==> src/rtl/axil_pkg.sv <==
// Shared AXI4-lite definitions for the peripheral-side bridge.
package axil_pkg;

    localparam int unsigned AXIL_ADDR_W = 32;
    localparam int unsigned AXIL_DATA_W = 32;

    localparam logic [AXIL_DATA_W-1:0] ERR_RDATA_DEFAULT = 32'hDEAD_BEEF;

    typedef enum logic [2:0] {
        IDLE,
        WCOLL,
        BUS,
        BRESP,
        RRESP
    } axil_state_e;

endpackage

==> src/rtl/axil_slave_mem_bridge.sv <==
// AXI4-lite slave to single-outstanding native memory request bridge, with
// read/write arbitration, a bus timeout and a saturating timeout counter.
module axil_slave_mem_bridge
    import axil_pkg::*;
#(
    parameter int unsigned              TIMEOUT   = 255,
    parameter logic [AXIL_DATA_W-1:0]   ERR_RDATA = ERR_RDATA_DEFAULT
) (
    input  logic                     clk,
    input  logic                     resetn,

    input  logic                     s_axi_awvalid,
    output logic                     s_axi_awready,
    input  logic [AXIL_ADDR_W-1:0]   s_axi_awaddr,
    input  logic [2:0]               s_axi_awprot,

    input  logic                     s_axi_wvalid,
    output logic                     s_axi_wready,
    input  logic [AXIL_DATA_W-1:0]   s_axi_wdata,
    input  logic [3:0]               s_axi_wstrb,

    output logic                     s_axi_bvalid,
    input  logic                     s_axi_bready,

    input  logic                     s_axi_arvalid,
    output logic                     s_axi_arready,
    input  logic [AXIL_ADDR_W-1:0]   s_axi_araddr,
    input  logic [2:0]               s_axi_arprot,

    output logic                     s_axi_rvalid,
    input  logic                     s_axi_rready,
    output logic [AXIL_DATA_W-1:0]   s_axi_rdata,

    output logic                     mem_valid,
    input  logic                     mem_ready,
    output logic [AXIL_ADDR_W-1:0]   mem_addr,
    output logic [AXIL_DATA_W-1:0]   mem_wdata,
    output logic [3:0]               mem_wstrb,
    output logic                     mem_instr,
    input  logic [AXIL_DATA_W-1:0]   mem_rdata,

    output logic [15:0]              err_cnt
);

    axil_state_e state_q, state_d;

    logic                   aw_held_q, aw_held_d;
    logic                   w_held_q, w_held_d;
    logic                   is_wr_q, is_wr_d;
    logic                   prio_wr_q, prio_wr_d;
    logic [31:0]            tmo_q, tmo_d;
    logic [15:0]            err_cnt_q, err_cnt_d;

    logic                   mem_valid_q, mem_valid_d;
    logic [AXIL_ADDR_W-1:0] mem_addr_q, mem_addr_d;
    logic [AXIL_DATA_W-1:0] mem_wdata_q, mem_wdata_d;
    logic [3:0]             mem_wstrb_q, mem_wstrb_d;
    logic                   mem_instr_q, mem_instr_d;
    logic                   bvalid_q, bvalid_d;
    logic                   rvalid_q, rvalid_d;
    logic [AXIL_DATA_W-1:0] rdata_q, rdata_d;

    logic wr_req;
    logic aw_hs, w_hs, ar_hs;
    logic unused_prot;

    assign unused_prot = ^{s_axi_awprot, s_axi_arprot[1:0]};

    assign wr_req = s_axi_awvalid | s_axi_wvalid;
    assign aw_hs  = s_axi_awvalid & s_axi_awready;
    assign w_hs   = s_axi_wvalid & s_axi_wready;
    assign ar_hs  = s_axi_arvalid & s_axi_arready;

    // Readies are gated by resetn so they read 0 while reset is asserted.
    always_comb begin
        s_axi_awready = 1'b0;
        s_axi_wready  = 1'b0;
        s_axi_arready = 1'b0;
        if (resetn) begin
            case (state_q)
                IDLE: begin
                    if (wr_req) begin
                        s_axi_awready = !(s_axi_arvalid && !prio_wr_q);
                        s_axi_wready  = !(s_axi_arvalid && !prio_wr_q);
                    end
                    s_axi_arready = s_axi_arvalid && !(wr_req && prio_wr_q);
                end
                WCOLL: begin
                    s_axi_awready = !aw_held_q;
                    s_axi_wready  = !w_held_q;
                end
                default: ;
            endcase
        end
    end

    always_comb begin
        state_d     = state_q;
        aw_held_d   = aw_held_q;
        w_held_d    = w_held_q;
        is_wr_d     = is_wr_q;
        prio_wr_d   = prio_wr_q;
        tmo_d       = tmo_q;
        err_cnt_d   = err_cnt_q;
        mem_valid_d = mem_valid_q;
        mem_addr_d  = mem_addr_q;
        mem_wdata_d = mem_wdata_q;
        mem_wstrb_d = mem_wstrb_q;
        mem_instr_d = mem_instr_q;
        bvalid_d    = bvalid_q;
        rvalid_d    = rvalid_q;
        rdata_d     = rdata_q;

        case (state_q)
            IDLE, WCOLL: begin
                // Write channels land straight in the request registers;
                // mem_valid stays low until both halves are present.
                if (aw_hs) begin
                    aw_held_d  = 1'b1;
                    mem_addr_d = s_axi_awaddr;
                end
                if (w_hs) begin
                    w_held_d    = 1'b1;
                    mem_wdata_d = s_axi_wdata;
                    mem_wstrb_d = s_axi_wstrb;
                end
                if ((aw_hs || aw_held_q) && (w_hs || w_held_q)) begin
                    state_d     = BUS;
                    mem_valid_d = 1'b1;
                    mem_instr_d = 1'b0;
                    is_wr_d     = 1'b1;
                    tmo_d       = '0;
                    aw_held_d   = 1'b0;
                    w_held_d    = 1'b0;
                end else if (aw_hs || w_hs) begin
                    state_d = WCOLL;
                end else if (ar_hs) begin
                    state_d     = BUS;
                    mem_valid_d = 1'b1;
                    mem_addr_d  = s_axi_araddr;
                    mem_wdata_d = '0;
                    mem_wstrb_d = 4'h0;
                    mem_instr_d = s_axi_arprot[2];
                    is_wr_d     = 1'b0;
                    tmo_d       = '0;
                end
            end
            BUS: begin
                if (mem_ready) begin
                    mem_valid_d = 1'b0;
                    if (is_wr_q) begin
                        bvalid_d = 1'b1;
                        state_d  = BRESP;
                    end else begin
                        rvalid_d = 1'b1;
                        rdata_d  = mem_rdata;
                        state_d  = RRESP;
                    end
                end else if (TIMEOUT != 0 && tmo_q == TIMEOUT) begin
                    mem_valid_d = 1'b0;
                    if (err_cnt_q != 16'hFFFF) begin
                        err_cnt_d = err_cnt_q + 16'd1;
                    end
                    if (is_wr_q) begin
                        bvalid_d = 1'b1;
                        state_d  = BRESP;
                    end else begin
                        rvalid_d = 1'b1;
                        rdata_d  = ERR_RDATA;
                        state_d  = RRESP;
                    end
                end else if (TIMEOUT != 0) begin
                    tmo_d = tmo_q + 32'd1;
                end
            end
            BRESP: begin
                if (s_axi_bready) begin
                    bvalid_d  = 1'b0;
                    prio_wr_d = 1'b0;
                    state_d   = IDLE;
                end
            end
            RRESP: begin
                if (s_axi_rready) begin
                    rvalid_d  = 1'b0;
                    prio_wr_d = 1'b1;
                    state_d   = IDLE;
                end
            end
            default: state_d = IDLE;
        endcase
    end

    always_ff @(posedge clk or negedge resetn) begin
        if (!resetn) begin
            state_q     <= IDLE;
            aw_held_q   <= 1'b0;
            w_held_q    <= 1'b0;
            is_wr_q     <= 1'b0;
            prio_wr_q   <= 1'b1;
            tmo_q       <= '0;
            err_cnt_q   <= '0;
            mem_valid_q <= 1'b0;
            mem_addr_q  <= '0;
            mem_wdata_q <= '0;
            mem_wstrb_q <= '0;
            mem_instr_q <= 1'b0;
            bvalid_q    <= 1'b0;
            rvalid_q    <= 1'b0;
            rdata_q     <= '0;
        end else begin
            state_q     <= state_d;
            aw_held_q   <= aw_held_d;
            w_held_q    <= w_held_d;
            is_wr_q     <= is_wr_d;
            prio_wr_q   <= prio_wr_d;
            tmo_q       <= tmo_d;
            err_cnt_q   <= err_cnt_d;
            mem_valid_q <= mem_valid_d;
            mem_addr_q  <= mem_addr_d;
            mem_wdata_q <= mem_wdata_d;
            mem_wstrb_q <= mem_wstrb_d;
            mem_instr_q <= mem_instr_d;
            bvalid_q    <= bvalid_d;
            rvalid_q    <= rvalid_d;
            rdata_q     <= rdata_d;
        end
    end

    assign mem_valid    = mem_valid_q;
    assign mem_addr     = mem_addr_q;
    assign mem_wdata    = mem_wdata_q;
    assign mem_wstrb    = mem_wstrb_q;
    assign mem_instr    = mem_instr_q;
    assign s_axi_bvalid = bvalid_q;
    assign s_axi_rvalid = rvalid_q;
    assign s_axi_rdata  = rdata_q;
    assign err_cnt      = err_cnt_q;

endmodule

==> config.mk <==
export PLATFORM = sky130hd
export DESIGN_NAME = axil_slave_mem_bridge
export DESIGN_NICKNAME = d
export VERILOG_FILES = /design/src/rtl/axil_pkg.sv /design/src/rtl/axil_slave_mem_bridge.sv
export SDC_FILE = /design/constraint.sdc
export NUM_CORES = 1
export LEC_CHECK = 0
export ABC_AREA = 1
export CORE_ASPECT_RATIO = 1.2
export CORE_MARGIN = 2
export CORE_UTILIZATION = 35
export DETAILED_ROUTE_END_ITERATION = 10
export PLACE_DENSITY = 0.71
export SLEW_MARGIN = 10
export SYNTH_ARGS = -nofsm -noshare
export SYNTH_HDL_FRONTEND = slang
export SYNTH_SLANG_ARGS = --single-unit
export TNS_END_PERCENT = 5
==> constraint.sdc <==
create_clock -name clk -period 2.6 [get_ports clk]
set_clock_uncertainty 0.15 [all_clocks]
set_input_delay 0.39 -clock clk [delete_from_list [all_inputs] [get_ports clk]]
set_output_delay 0.39 -clock clk [all_outputs]
set_load 0.01 [all_outputs]
==> metrics.log <==
INFO  metric track_usage = about a fifth
INFO  metric cts.root.buffer_cell = clkbuf_16
INFO  metric cellPowerDensity = about 950 nW/um2
INFO  metric failed_checks = hold timing
INFO  metric syn_warnings = 0
INFO  metric power_leakage = between 5 and 6 nW
INFO  metric power_report.internal_total = 7.15 mW
INFO  metric tns = 0 ns
INFO  metric via_per_inst = roughly 5
INFO  metric netlist_area = roughly 8000 um2
INFO  metric largest_fanout_of_any_net_on_the_critical_path = 10
INFO  metric postSynth.topFlopCell = dfrtp_1
INFO  metric grt_setup_unrepaired = true
INFO  metric cts-htree-levels = 4
INFO  metric layout_cells_sized_above_1 = under 10%
INFO  metric avgSynthCellArea = between 7 and 8 um2
INFO  metric synth_top_family_by_area = simple AND/OR/NAND/NOR gates
INFO  metric port_buffers = roughly 260
INFO  metric num-fill-cells = ~2.0k
INFO  metric synth_xor_xnor_area_share = under 10%
INFO  metric globalRoute.totalOverflow = 0
INFO  metric timing.critical_path.from_type = flop
INFO  metric multi_input_combinational_cell_area = 3380 um2
INFO  metric crit_path_cell_trace = ha_1, nand3_1, inv_1, nand2_1, inv_1, nand4_1, nor2_1, o211ai_1, buf_4, nand2_1, o21ai_0
INFO  metric globalplace.congestion = 0.880
INFO  metric vias = just under 8k
INFO  metric regArea = around 4000 um2
INFO  metric clkSlewWorstSetupHoldPaths = around 0.07 ns
INFO  metric die_x = around 140 um
INFO  metric leading_cell_types_in_the_layout_fill_and_taps_excluded = clkdlybuf4s50_1, nand2_1, dfrtp_1
INFO  metric final_cell_count_no_fill = ~1.6k
INFO  metric setup.worst_path.start = tmo_q[0]
INFO  metric core.rowCount = 60
INFO  metric finalSetupViolCount = 0
INFO  metric share_seq_of_total_power = around 34%
INFO  metric via_count_of_the_first_global_routing_pass = ~7.5k
INFO  metric synth-simple-area-share = between 20% and 30%
INFO  metric netlist_instances = between 1k and 1.5k
INFO  metric cts_hold_buf = 0
INFO  metric final_common_cell = clkdlybuf4s50_1
INFO  metric sw_frac_of_total = a little over a third
INFO  metric synth_cell_types = 41
INFO  metric synth_adder_area_share = less than 1%
INFO  metric maximum_number_of_pins_on_one_net_before_global_route_repair = 160
INFO  metric count_of_nets_after_finishing = 1406
INFO  metric num_antenna_cells = 0
INFO  metric firstDrtPassIters = 5
INFO  metric irDropWorstVdd = between 0.6 and 0.7 mV
INFO  metric cts.sink_count = roughly 160
INFO  metric final_cell_area = 11500 um2
INFO  metric synth_nets = roughly 1.2k
INFO  metric maxCapViolations = 0
INFO  metric syn_to_final_growth = 44.5%
INFO  metric tritoncts = yes
INFO  metric clk_latency = 0.41 ns
INFO  metric floorplan.initialDensity = a little over a third
INFO  metric setup.reg_to_reg.worst_slack = roughly 0.11 ns
INFO  metric dp_hpwl = between 15 and 20 mm
INFO  metric timing.critical_path.buf_inv = 3
INFO  metric synth_compound_gate_area_share = around an eighth
INFO  metric power.switching = 3.85 mW
INFO  metric worstPathArrival = roughly 2.6 ns
INFO  metric yosys-top-cells-area = dfrtp_1, nand2_1, nand3_1, nor2_1, a21oi_1
INFO  metric final_core_util = between 50 and 60%
INFO  metric postRouteAntennaNets = 0
INFO  metric grt_pass1_wl = approximately 38 mm
INFO  metric synth_seq_area_share = 49.8%
INFO  metric ioPinCount = 269
INFO  metric status = finished, violations left
INFO  metric period_share = roughly 96%
INFO  metric synth_top_cell_area_share = around half
INFO  metric max_slew_headroom = 38.7%
INFO  metric chip_height = 169 um
INFO  metric detailed_place.area = between 10000 and 15000 um2
INFO  metric cts_setup_buffers = 0
INFO  metric comb_power_share = roughly two fifths
INFO  metric number_of_enable_type_register_cells_in_the_synthesized_netlist = 0
INFO  metric worst_path_largest_cell_delay = approximately 0.38 ns
INFO  metric post_synth_mux_area_share = 0%
INFO  metric max_freq = ~400 MHz
INFO  metric detail_route.wirelength = 23.5 mm
INFO  metric drt_drc_violations_left = 0
INFO  metric post-place-cells = about 1.5k
INFO  metric finalHoldViolCount = 14
INFO  metric clock_tree.buffer_depth = 2
INFO  metric ff2ff_path_depth = 11
INFO  metric crit_type = reg2reg
INFO  metric synth.ff_latch_count = 159
INFO  metric worst_ep_required_time = 2.75 ns
INFO  metric final-max-slew-violation-count = 0
INFO  metric share_clk_of_total_power = around 24%
INFO  metric wire_per_inst = roughly 15 um
INFO  metric number_of_buffers_added_by_the_clock_tree_synthesis_step = 17
INFO  metric dr.first_iter.drc_count = just under 500
INFO  metric synthArstFlopShare = 100%
INFO  metric period_minus_slack = 2.49 ns
INFO  metric rr_startpoint = tmo_q[0]
INFO  metric timing.hold.ws = -0.0346 ns
INFO  metric design.die.area = roughly 24000 um2
INFO  metric worst_hold_path_type = in2async
INFO  metric grt_antenna_before_repair = 0
INFO  metric r2r_end = err_cnt[13]
INFO  metric yosys.area.top_type = dfrtp_1
INFO  metric endpoint_kind = flop
INFO  metric cpMaxStageDelayCell = dfrtp_1
INFO  metric worst-slew-pin-transition = between 0.9 and 1 ns
INFO  metric cpLargestDelayFamily = simple AND/OR/NAND/NOR gates
INFO  metric coreArea = about 22000 um2
## timing repair
item | 4_1_cts | 5_1_grt
resized for setup | 2 | 2
pin swaps | 0 | 1
endpoints found under the hold margin | 0 | 0
endpoints found under the setup margin | 2 | 19
## final cells by class
class                      count  area share, %
sequential                   159           34.5
multi-input combinational    701           29.3
timing repair buffer         286           24.7
clock buffer                  18           3.80
inverter                      93           3.02
tap                          279           3.02
clock inverter                14           1.68
## sequential cells by signal, summed over array words and instances (netlist names), 3 cells and up
register and count:
s_axi_rdata 32, mem_addr 32, tmo_q 32, mem_wstrb 4
state_q 3, mem_wdata 32, err_cnt 16
## worst register-to-register path: cells and delay by family, from the launching register on
kind	cells	cell delay, ns
flip-flops	1	0.38
buffers and inverters	3	0.53
adder cells (fa/ha/maj)	1	0.23
AO/OA/AOI/OAI	2	0.31
AND/OR/NAND/NOR	5	0.78
## cells by family after synthesis
family                   count (synthesis)
adder cells (fa/ha/maj)                  2
buffers and inverters                  142
XOR/XNOR                                19
AND/OR/NAND/NOR                        501
AO/OA/AOI/OAI                          179
flip-flops                             159
## how the worst max path moves through the flow
| stage | endpoint | depth (start not counted) |
|---|---|---|
| 3_5_place_dp | mem_wdata[29] | 13 |
| 2_1_floorplan | s_axi_wready | 6 |
| 5_1_grt | err_cnt[5] | 11 |
| 4_1_cts | s_axi_wready | 5 |
| 6_report | err_cnt[13] | 11 |
| 3_3_place_gp | mem_instr | 14 |
## metrics by stage
stage / power (mW) / setup WS (ns)
after floorplan: 6.04 / 0.597
after global placement: 8.32 / -0.0259
after detailed placement: 8.39 / -0.0392
after CTS: 11.1 / 0.0318
after global routing: 11.7 / -0.0861
final: 11.0 / 0.111
## cells in the mapped netlist (2+ instances only)
| cell | number |
|---|---|
| buf_6 | 8 |
| o22ai_1 | 2 |
| buf_2 | 15 |
| nor3_2 | 3 |
| nand2_1 | 215 |
| buf_4 | 4 |
| ha_1 | 2 |
| a22o_1 | 9 |
| nand2_4 | 2 |
| a21oi_1 | 73 |
| xnor2_1 | 5 |
| nor2_1 | 121 |
| clkbuf_1 | 20 |
| o21ai_0 | 36 |
| nand3b_1 | 2 |
| xor2_1 | 14 |
| inv_1 | 89 |
| nand3_4 | 2 |
| a31oi_1 | 33 |
| inv_2 | 4 |
| nor3_1 | 12 |
| nand4_1 | 17 |
| a21o_1 | 3 |
| nand3_1 | 113 |
| o21ai_1 | 18 |
| nand2_2 | 4 |
| or2_2 | 4 |
| o211ai_1 | 2 |
| dfrtp_1 | 158 |
## per-layer routing
| layer | routed length, um | GRT usage [%] | vias up |
|---|---|---|---|
| li1 | - | - | 3817 |
| met1 | 9390 | 23.2 | 3603 |
| met3 | 1920 | 6.32 | 45 |
| met4 | 697 | 7.26 | 0 |
| met2 | 11500 | 33.2 | 280 |
| met5 | 0 | 0 | - |
## power groups by stage
stage               Combinational, mW  Sequential, mW  Clock, mW
floorplan                        1.94            4.10          0
global placement                 4.56            3.76          0
detailed placement               4.62            3.77          0
CTS                              4.63            3.76       2.73
global route                     5.03            3.86       2.83
finish                           4.58            3.76       2.66
Note: power is estimated with default switching activity, not from simulation.
